[src/rtl/etb_pkg.sv]
// etb_pkg: shared channel count, register map, field layout and DEST/ACT encodings
package etb_pkg;
  localparam int NCH = 4;
  localparam int NSRC = 4;
  localparam int CFG_W = 5;
  localparam logic [7:0] ADDR_CTRL = 8'h00;
  localparam logic [7:0] ADDR_SWTRIG = 8'h04;
  localparam logic [7:0] ADDR_STATUS = 8'h08;
  localparam logic [7:0] ADDR_CFG0 = 8'h10;
  localparam int CTRL_GEN = 0;
  localparam int CTRL_IE = 4;
  typedef enum logic {DEST_TIM1 = 1'b0, DEST_TIM2 = 1'b1} dest_e;
  typedef enum logic {ACT_ON = 1'b0, ACT_OFF = 1'b1} act_e;
  typedef struct packed {
    act_e act;
    dest_e dest;
    logic chen;
    logic [1:0] src;
  } chan_cfg_t;
  function automatic logic [7:0] cfg_addr(input int n);
    return ADDR_CFG0 + 8'(n * 4);
  endfunction
endpackage

[src/rtl/tim_etb_router_if.sv]
// tim_etb_router_if: zero-wait APB bus carrying the router register accesses
interface tim_etb_router_if;
  logic psel;
  logic penable;
  logic pwrite;
  logic [7:0] paddr;
  logic [31:0] pwdata;
  logic [31:0] prdata;
  modport master(output psel, penable, pwrite, paddr, pwdata, input prdata);
  modport slave(input psel, penable, pwrite, paddr, pwdata, output prdata);
endinterface

[src/rtl/etb_chan.sv]
// etb_chan: one routing channel; selects a source, detects its rising edge, qualifies and decodes the fire
module etb_chan
  import etb_pkg::*;
(
  input  logic [NSRC-1:0] trig_src,
  input  logic [NSRC-1:0] src_prev,
  input  logic            sw,
  input  logic            gen,
  input  chan_cfg_t       cfg,
  output logic            fire,
  output logic            tim1_on,
  output logic            tim1_off,
  output logic            tim2_on,
  output logic            tim2_off
);
  // a software request and a hardware edge in the same cycle collapse into one fire
  always_comb begin
    fire = gen & cfg.chen & ((trig_src[cfg.src] & ~src_prev[cfg.src]) | sw);
    tim1_on = fire & (cfg.dest == DEST_TIM1) & (cfg.act == ACT_ON);
    tim1_off = fire & (cfg.dest == DEST_TIM1) & (cfg.act == ACT_OFF);
    tim2_on = fire & (cfg.dest == DEST_TIM2) & (cfg.act == ACT_ON);
    tim2_off = fire & (cfg.dest == DEST_TIM2) & (cfg.act == ACT_OFF);
  end
endmodule

[src/rtl/tim_etb_router.sv]
// tim_etb_router: routes trigger events from four channels to timer on/off command pulses
module tim_etb_router
  import etb_pkg::*;
(
  input  logic                pclk,
  input  logic                preset,
  tim_etb_router_if.slave     apb,
  input  logic [NSRC-1:0]     trig_src,
  output logic                etb_tim1_trig_en_on,
  output logic                etb_tim1_trig_en_off,
  output logic                etb_tim2_trig_en_on,
  output logic                etb_tim2_trig_en_off,
  output logic                etb_intr
);
  logic gen;
  logic [NCH-1:0] ie, status, sw_pend, fire, t1_on, t1_off, t2_on, t2_off;
  logic [NSRC-1:0] src_prev;
  chan_cfg_t cfg [NCH];
  logic wr, rd, unused_pwdata;
  assign wr = apb.psel & apb.penable & apb.pwrite;
  assign rd = apb.psel & ~apb.pwrite & ~preset;
  assign unused_pwdata = ^apb.pwdata[31:CTRL_IE+NCH];
  for (genvar g = 0; g < NCH; g++) begin : g_chan
    etb_chan u_chan (
      .trig_src (trig_src),
      .src_prev (src_prev),
      .sw       (sw_pend[g]),
      .gen      (gen),
      .cfg      (cfg[g]),
      .fire     (fire[g]),
      .tim1_on  (t1_on[g]),
      .tim1_off (t1_off[g]),
      .tim2_on  (t2_on[g]),
      .tim2_off (t2_off[g])
    );
  end
  // register file, source history and one-cycle software trigger requests
  always_ff @(posedge pclk or posedge preset) begin
    if (preset) begin
      gen <= 1'b0;
      ie <= '0;
      status <= '0;
      sw_pend <= '0;
      src_prev <= '0;
      for (int c = 0; c < NCH; c++) cfg[c] <= '0;
    end else begin
      src_prev <= trig_src;
      sw_pend <= (wr && apb.paddr == ADDR_SWTRIG) ? apb.pwdata[NCH-1:0] : '0;
      status <= (status & ~((wr && apb.paddr == ADDR_STATUS) ? apb.pwdata[NCH-1:0] : '0)) | fire;
      if (wr && apb.paddr == ADDR_CTRL) begin
        gen <= apb.pwdata[CTRL_GEN];
        ie <= apb.pwdata[CTRL_IE +: NCH];
      end
      for (int c = 0; c < NCH; c++)
        if (wr && apb.paddr == cfg_addr(c)) cfg[c] <= chan_cfg_t'(apb.pwdata[CFG_W-1:0]);
    end
  end
  // registered command pulses; an off to a timer masks a coincident on to the same timer
  always_ff @(posedge pclk or posedge preset) begin
    if (preset) begin
      {etb_tim1_trig_en_on, etb_tim1_trig_en_off, etb_tim2_trig_en_on, etb_tim2_trig_en_off, etb_intr} <= '0;
    end else begin
      etb_tim1_trig_en_on <= |t1_on & ~|t1_off;
      etb_tim1_trig_en_off <= |t1_off;
      etb_tim2_trig_en_on <= |t2_on & ~|t2_off;
      etb_tim2_trig_en_off <= |t2_off;
      etb_intr <= |(status & ie);
    end
  end
  // read mux, quiet outside read transfers
  always_comb begin
    apb.prdata = '0;
    if (rd) begin
      apb.prdata = apb.paddr == ADDR_CTRL ? (32'(ie) << CTRL_IE) | 32'(gen) :
                   apb.paddr == ADDR_STATUS ? 32'(status) : '0;
      for (int c = 0; c < NCH; c++)
        if (apb.paddr == cfg_addr(c)) apb.prdata = 32'(cfg[c]);
    end
  end
endmodule

[src/flat_wrapper.sv]
// flat-port wrapper written by rule: the top's interface ports become plain ports
module tim_etb_router_flat import etb_pkg::*;
  (pclk, preset, trig_src, etb_tim1_trig_en_on, etb_tim1_trig_en_off, etb_tim2_trig_en_on, etb_tim2_trig_en_off, etb_intr, apb_psel, apb_penable, apb_pwrite, apb_paddr, apb_pwdata, apb_prdata);
  tim_etb_router_if apb_i ();
  input  logic pclk;
  input  logic preset;
  input  logic [NSRC-1:0] trig_src;
  output logic etb_tim1_trig_en_on;
  output logic etb_tim1_trig_en_off;
  output logic etb_tim2_trig_en_on;
  output logic etb_tim2_trig_en_off;
  output logic etb_intr;
  input wire logic [$bits(apb_i.psel)-1:0] apb_psel;
  input wire logic [$bits(apb_i.penable)-1:0] apb_penable;
  input wire logic [$bits(apb_i.pwrite)-1:0] apb_pwrite;
  input wire logic [$bits(apb_i.paddr)-1:0] apb_paddr;
  input wire logic [$bits(apb_i.pwdata)-1:0] apb_pwdata;
  output wire logic [$bits(apb_i.prdata)-1:0] apb_prdata;
  assign apb_i.psel = apb_psel;
  assign apb_i.penable = apb_penable;
  assign apb_i.pwrite = apb_pwrite;
  assign apb_i.paddr = apb_paddr;
  assign apb_i.pwdata = apb_pwdata;
  assign apb_prdata = apb_i.prdata;
  tim_etb_router u_core (.pclk(pclk), .preset(preset), .apb(apb_i), .trig_src(trig_src), .etb_tim1_trig_en_on(etb_tim1_trig_en_on), .etb_tim1_trig_en_off(etb_tim1_trig_en_off), .etb_tim2_trig_en_on(etb_tim2_trig_en_on), .etb_tim2_trig_en_off(etb_tim2_trig_en_off), .etb_intr(etb_intr));
endmodule
[config.mk]
export PLATFORM = sky130hd
export DESIGN_NAME = tim_etb_router_flat
export DESIGN_NICKNAME = d
export VERILOG_FILES = /design/src/rtl/etb_pkg.sv /design/src/rtl/tim_etb_router_if.sv /design/src/rtl/etb_chan.sv /design/src/rtl/tim_etb_router.sv /design/src/flat_wrapper.sv
export SDC_FILE = /design/constraint.sdc
export NUM_CORES = 1
export LEC_CHECK = 0
export CORE_MARGIN = 2
export CORE_UTILIZATION = 45
export CTS_CLUSTER_SIZE = 24
export DETAILED_ROUTE_END_ITERATION = 8
export MAX_ROUTING_LAYER = met4
export PLACE_DENSITY = 0.91
export SLEW_MARGIN = 10
export SYNTH_ARGS = -nofsm -noshare
export SYNTH_HDL_FRONTEND = slang
export SYNTH_SLANG_ARGS = --single-unit
[constraint.sdc]
create_clock -name pclk -period 3.2 [get_ports pclk]
set_input_delay 0.8 -clock pclk [delete_from_list [all_inputs] [get_ports pclk]]
set_output_delay 0.8 -clock pclk [all_outputs]
set_load 0.01 [all_outputs]
# == After elaboration in Yosys (flattened, before gate mapping) ==
# Index checks and enable logic that the tools add are counted.
# totals
elab_cells,141
memories,0
rom_bits,0
out_inout_bits,37
latch_bits,0
ff_bits,42
inputBits,49
ram_bits,0
# op_classes
n_lt_le_gt_ge,4
n_reduce_logical,15
n_addsub,0
div_mod_pow,0
muxes,25
eq_ne,6
n_mul,0
n_bitwise,65
shift,0
# ops
cell,n
2-to-1 mux 32 bit,6
bitwise AND 1 bit,42
equality test 8 x 5 -> 1 bit (second input constant),4
OR reduction 4 bit,5
binary-select mux 1 bit (select 2 bit),8
NOT 1 bit,14
< comparator 2 x 3 -> 1 bit (second input constant),4
2-to-1 mux 4 bit,3
bitwise AND 4 bit,2
equality test 8 x 3 -> 1 bit (second input constant),1
equality test 8 x 4 -> 1 bit (second input constant),1
zero test 8 bit,1
2-to-1 mux 1 bit,8
bitwise OR 8 x 1 -> 8 bit,1
logical AND 1 bit,7
NOT 4 bit,1
bitwise OR 1 bit,4
bitwise OR 4 bit,1
zero test 1 bit,2

# == Depth between registers and ports, before layout ==
# depth
ltp_word,11
ltp_mapped,6

# == Modules after synthesis ==
# Synthesis repeated with hierarchy kept, for this count alone.
# unflattened
cells_unflattened,226
area_unflattened_um2,2516.2
# modules_own_cells
mod,cells_each,seq_area_each_um2,instances,area_per_inst_um2
tim_etb_router,174,1051.0,1,2070.7
etb_chan,13,0.0,4,111.4

# == Least setup slack after synthesis ==
# OpenSTA, ideal clock, no wires.
# synth_path
path_type,input to output
from,input port apb_paddr[3]
to,output port apb_prdata[1]
path_slack_ns,0.227
arrival_ns,2.173
cell_stages,6
required_ns,2.400
path_cell_list,buf_4 > or4b_2 > nor2_1 > nand2_1 > a221oi_1 > a221o_1
# synth_via
elab_chain_cells,8
word_cells_on_any_way,13
classes_between,eq/ne: 5; mux: 7; reduce/logical: 1
# synth_rtl
element,line_no,source
"start, declared",flat_wrapper.sv:16,input wire logic [$bits(apb_i.paddr)-1:0] apb_paddr;
equality test 8 x 4 -> 1 bit,tim_etb_router.sv:75,apb.paddr == ADDR_STATUS ? 32'(status) : '0;
2-to-1 mux 4 bit,tim_etb_router.sv:75,
2-to-1 mux 32 bit,tim_etb_router.sv:74,apb.prdata = apb.paddr == ADDR_CTRL ? (32'(ie) << CTRL_IE) | 32'(gen) :
2-to-1 mux 32 bit (3 in series),tim_etb_router.sv:77,if (apb.paddr == cfg_addr(c)) apb.prdata = 32'(cfg[c]);
2-to-1 mux 32 bit (*),tim_etb_router.sv:77,
2-to-1 mux 32 bit (*),tim_etb_router.sv:73,if (rd) begin
"end, declared",flat_wrapper.sv:18,output wire logic [$bits(apb_i.prdata)-1:0] apb_prdata;
# Mark *: on every way between the ends. The rest lies on a longest branch, timed or not.

# == Worst setup path in the final report ==
# layout_path
from,input port apb_paddr[2]
to,output port apb_prdata[3]
# Same word-level chain as after synthesis.

==> metrics.md <==
| Metric | Value |
|---|---|
| CTS Root Cell | clkbuf_8 |
| Pre-Repair DR Iteration Count | 5 |
| FF-to-FF path depth | 5 |
| DRC | 0 |
| Final cycle utilization of the critical path | 97.7% |
| H-tree depth | 2 |
| Die H | 77.6 microns |
| Port buffer count | 37 |
| Metal3 WL | 510 microns |
| Antenna diode count | 0 |
| Tightest Pin Transition | 650 ps |
| Core Region | 5170 sq um |
| Worst Path Arrival | 2330 ps |
| Clock Power Share | 34.8% |
| Psw | 259 uW |
| Vias per Instance | 5.84 |
| Pleak | 0.00137 uW |
| PnR worst setup slack | 73.4 ps |
| Maxcap violations | 0 |
| Switching part of the total | 25.3% |
| Initial Utilization | 47.1% |
| Die X | 77.6 microns |
| Fin area | 3050 sq um |
| All-Layer GR Usage | 22.7% |
| Initial antenna violation count | 0 |
| Wirelength, routed | 6.48 mm |
| WS Path Type | in -> out |
| Status | finished, final reports clean |
| Initial DRC count | 222 |
| Gr ovfl total | 0 |
| Asr flop ratio synth | 100% |
| Internal Pwr Total | 765 uW |
| Fin. max-slew vios | 0 |
| Layout fillers | 450 |
| DIE AREA | 6020 sq um |
| Share of cells above drive strength 1 | 27.1% |
| Share of the synthesized area in the top cell type | 43.1% |
| Hold Fails Final Rpt | 0 |
| Top FF cell, synth | dfrtp_1 |
| Cell count after synthesis | 237 |
| Comb power frac | 11.2% |
| Worst skew pair latency | 300 ps |
| Area contributors post-synth | dfrtp_1, mux2_2, buf_4, o21ai_0, nand2_1 |
| Flops & latches, synth | 42 |
| Fmax | 0.320 GHz |
| Largest net degree at the start of global routing | 43 |
| Setup_tns | 0 ps |
| Yosys Warn Count | 0 |
| Metal2 WL | 3.18 mm |
| Netlist Area Pre-Place | 2440 sq um |
| Mean Syn Cell Area | 10.3 sq um |
| EDFF count, synth | 0 |
| WHS Path Cells | 2 |
| Post-synthesis sequential area ratio | 43.1% |
| RSZ-0062 raised after global routing | no |
| Uppermost layer routed | met4 |
| IO Count | 86 |
| CTS tree | done |
| Synth area leader | dfrtp_1 |
| Sequential group share of total power | 54.0% |
| Pwr Density | 336 nW/um^2 |
| Setup WS pre-CTS | -914 ps |
| VDD IR max | 0.000196 V |
| Num CTS Buffers | 5 |
| Cell variety after synth | 41 |
| HPWL Detailed | 4.72 mm |
| First-pass GRT wire length | 10.3 mm |
| Layout Skew | 2.56 ps |
| # setup viols final | 0 |
| Synth-to-layout area growth | 25.1% |
| Critical Path RT | 2400 ps |
| Post-place instance area | 2920 sq um |
| Min Tclk post-route | 3130 ps |
| GP Congestion | 0.922 |
| Vias | 2155 |
| Worst Setup End Kind | output port |
| CP Max Fanout | 3 |
| Clock sink count | 42 |
| Post-Route M1 WL | 2.53 mm |
| Routed WL per cell | 17.6 microns |
| Num rows | 26 |
| Final nets | 347 |
| Relative slew slack | 56.3% |
| Setup crit start kind | primary input |
| Antenna Nets Post-Route | 0 |
| Clk buf depth | 2 |
| Clk slew on worst S/H paths | 80 ps |
| Number of global-route vias before repair | 2079 |
| Hold Crit Class | reg -> reg |
==> cell usage in the layout, fill, tap and decap left out, types with 9 or more instances in the layout <==
cell / instances
nand2_1: 16
a21oi_1: 9
clkdlybuf4s50_1: 21
buf_4: 19
mux2_2: 27
dfrtp_1: 42
and2_1: 9
conb_1: 24
inv_1: 11
o21ai_0: 11
==> registers in the layout (all words and copies together) (netlist names), 4 cells and up <==
signal,cells
u_core.src_prev,4
u_core.status,4
u_core.ie,4
u_core.cfg,20
u_core.sw_pend,4
==> synth_stat cells (2+ instances only) <==
cell,count
nor2_1,6
nand4_1,5
and2_1,9
a221oi_1,3
mux2_2,27
a32oi_1,2
buf_4,25
a31oi_1,3
nor4_1,3
nor4b_1,5
a221o_1,3
nor4bb_1,3
o21ai_0,13
nor3_1,7
nand2_1,17
nand3_1,7
nor3b_1,4
or4_1,4
and3_1,2
dfrtp_1,42
a2111oi_0,4
a21o_1,3
inv_1,11
a21oi_1,9
a22oi_1,2
and3b_1,3
==> kinds of logic after synthesis <==
logic type / share of synthesized area, %
AND/OR/NAND/NOR: 21.8
other: 0.154
flip-flops: 43.1
multiplexers: 12.5
AO/OA/AOI/OAI: 12.6
buffers and inverters: 9.81
==> worst paths after layout <==
check                               startpoint                          to  slack, ps
worst min register to register    u_core.ie[3]             u_core.etb_intr        520
max in group asynchronous               preset               u_core.cfg[3]       1880
min in group asynchronous               preset              u_core.cfg[15]        960
worst max-delay path              apb_paddr[2]               apb_prdata[3]         70
worst max register to register  u_core.cfg[11]  u_core.etb_tim1_trig_en_on       1220
worst min-delay path              u_core.ie[3]             u_core.etb_intr        520
==> power groups by stage <==
stage | clock network [uW] | registers, uW | logic, uW
after floorplan | 0 | 558 | 74.5
after CTS | 354 | 553 | 114
after global routing | 381 | 555 | 125
after global placement | 0 | 562 | 109
final | 356 | 553 | 115
after detailed placement | 0 | 563 | 113
==> stage by stage <==
step	instances	hold WS [ps]	power [uW]	util, %
after global placement	356	494	671	56.4
final	369	521	1020	58.9
after detailed placement	356	508	676	56.4
after floorplan	260	470	633	-
after global routing	369	553	1060	58.9
after CTS	369	526	1020	59.3
==> what timing repair did <==
item	4_1_cts	5_1_grt
gates resized for setup	50	11
endpoints found under the setup margin	8	5
hold buffers	0	0
pin swaps	6	8
buffers inserted	5	0
==> worst max-delay path, cell delays in order <==
cell and delay, ps:
clkdlybuf4s15_1 180, or4b_4 550, nor2_4 140, nand2_2 60, a221oi_2 280, a221o_1 180, buf_2 140
==> area by class of cell <==
type                            count  area (sq um)  share of cell area (%)
Clock inverter                      1          5.00                   0.164
Tap cell                           70          87.6                    2.87
Multi-Input combinational cell    180          1290                    42.2
Timing Repair Buffer               58           489                    16.1
Inverter                           11          41.3                    1.35
Clock buffer                        7          86.3                    2.83
Sequential cell                    42          1050                    34.5
==> per-layer routing <==
| layer | vias to the layer above | GRT usage, % |
|---|---|---|
| li1 | 960 | - |
| met1 | 1028 | 27.5 |
| met2 | 138 | 37.5 |
| met3 | 29 | 3.95 |
| met4 | 0 | 9.82 |
| met5 | - | - |
(Power assumes the default switching activity.)
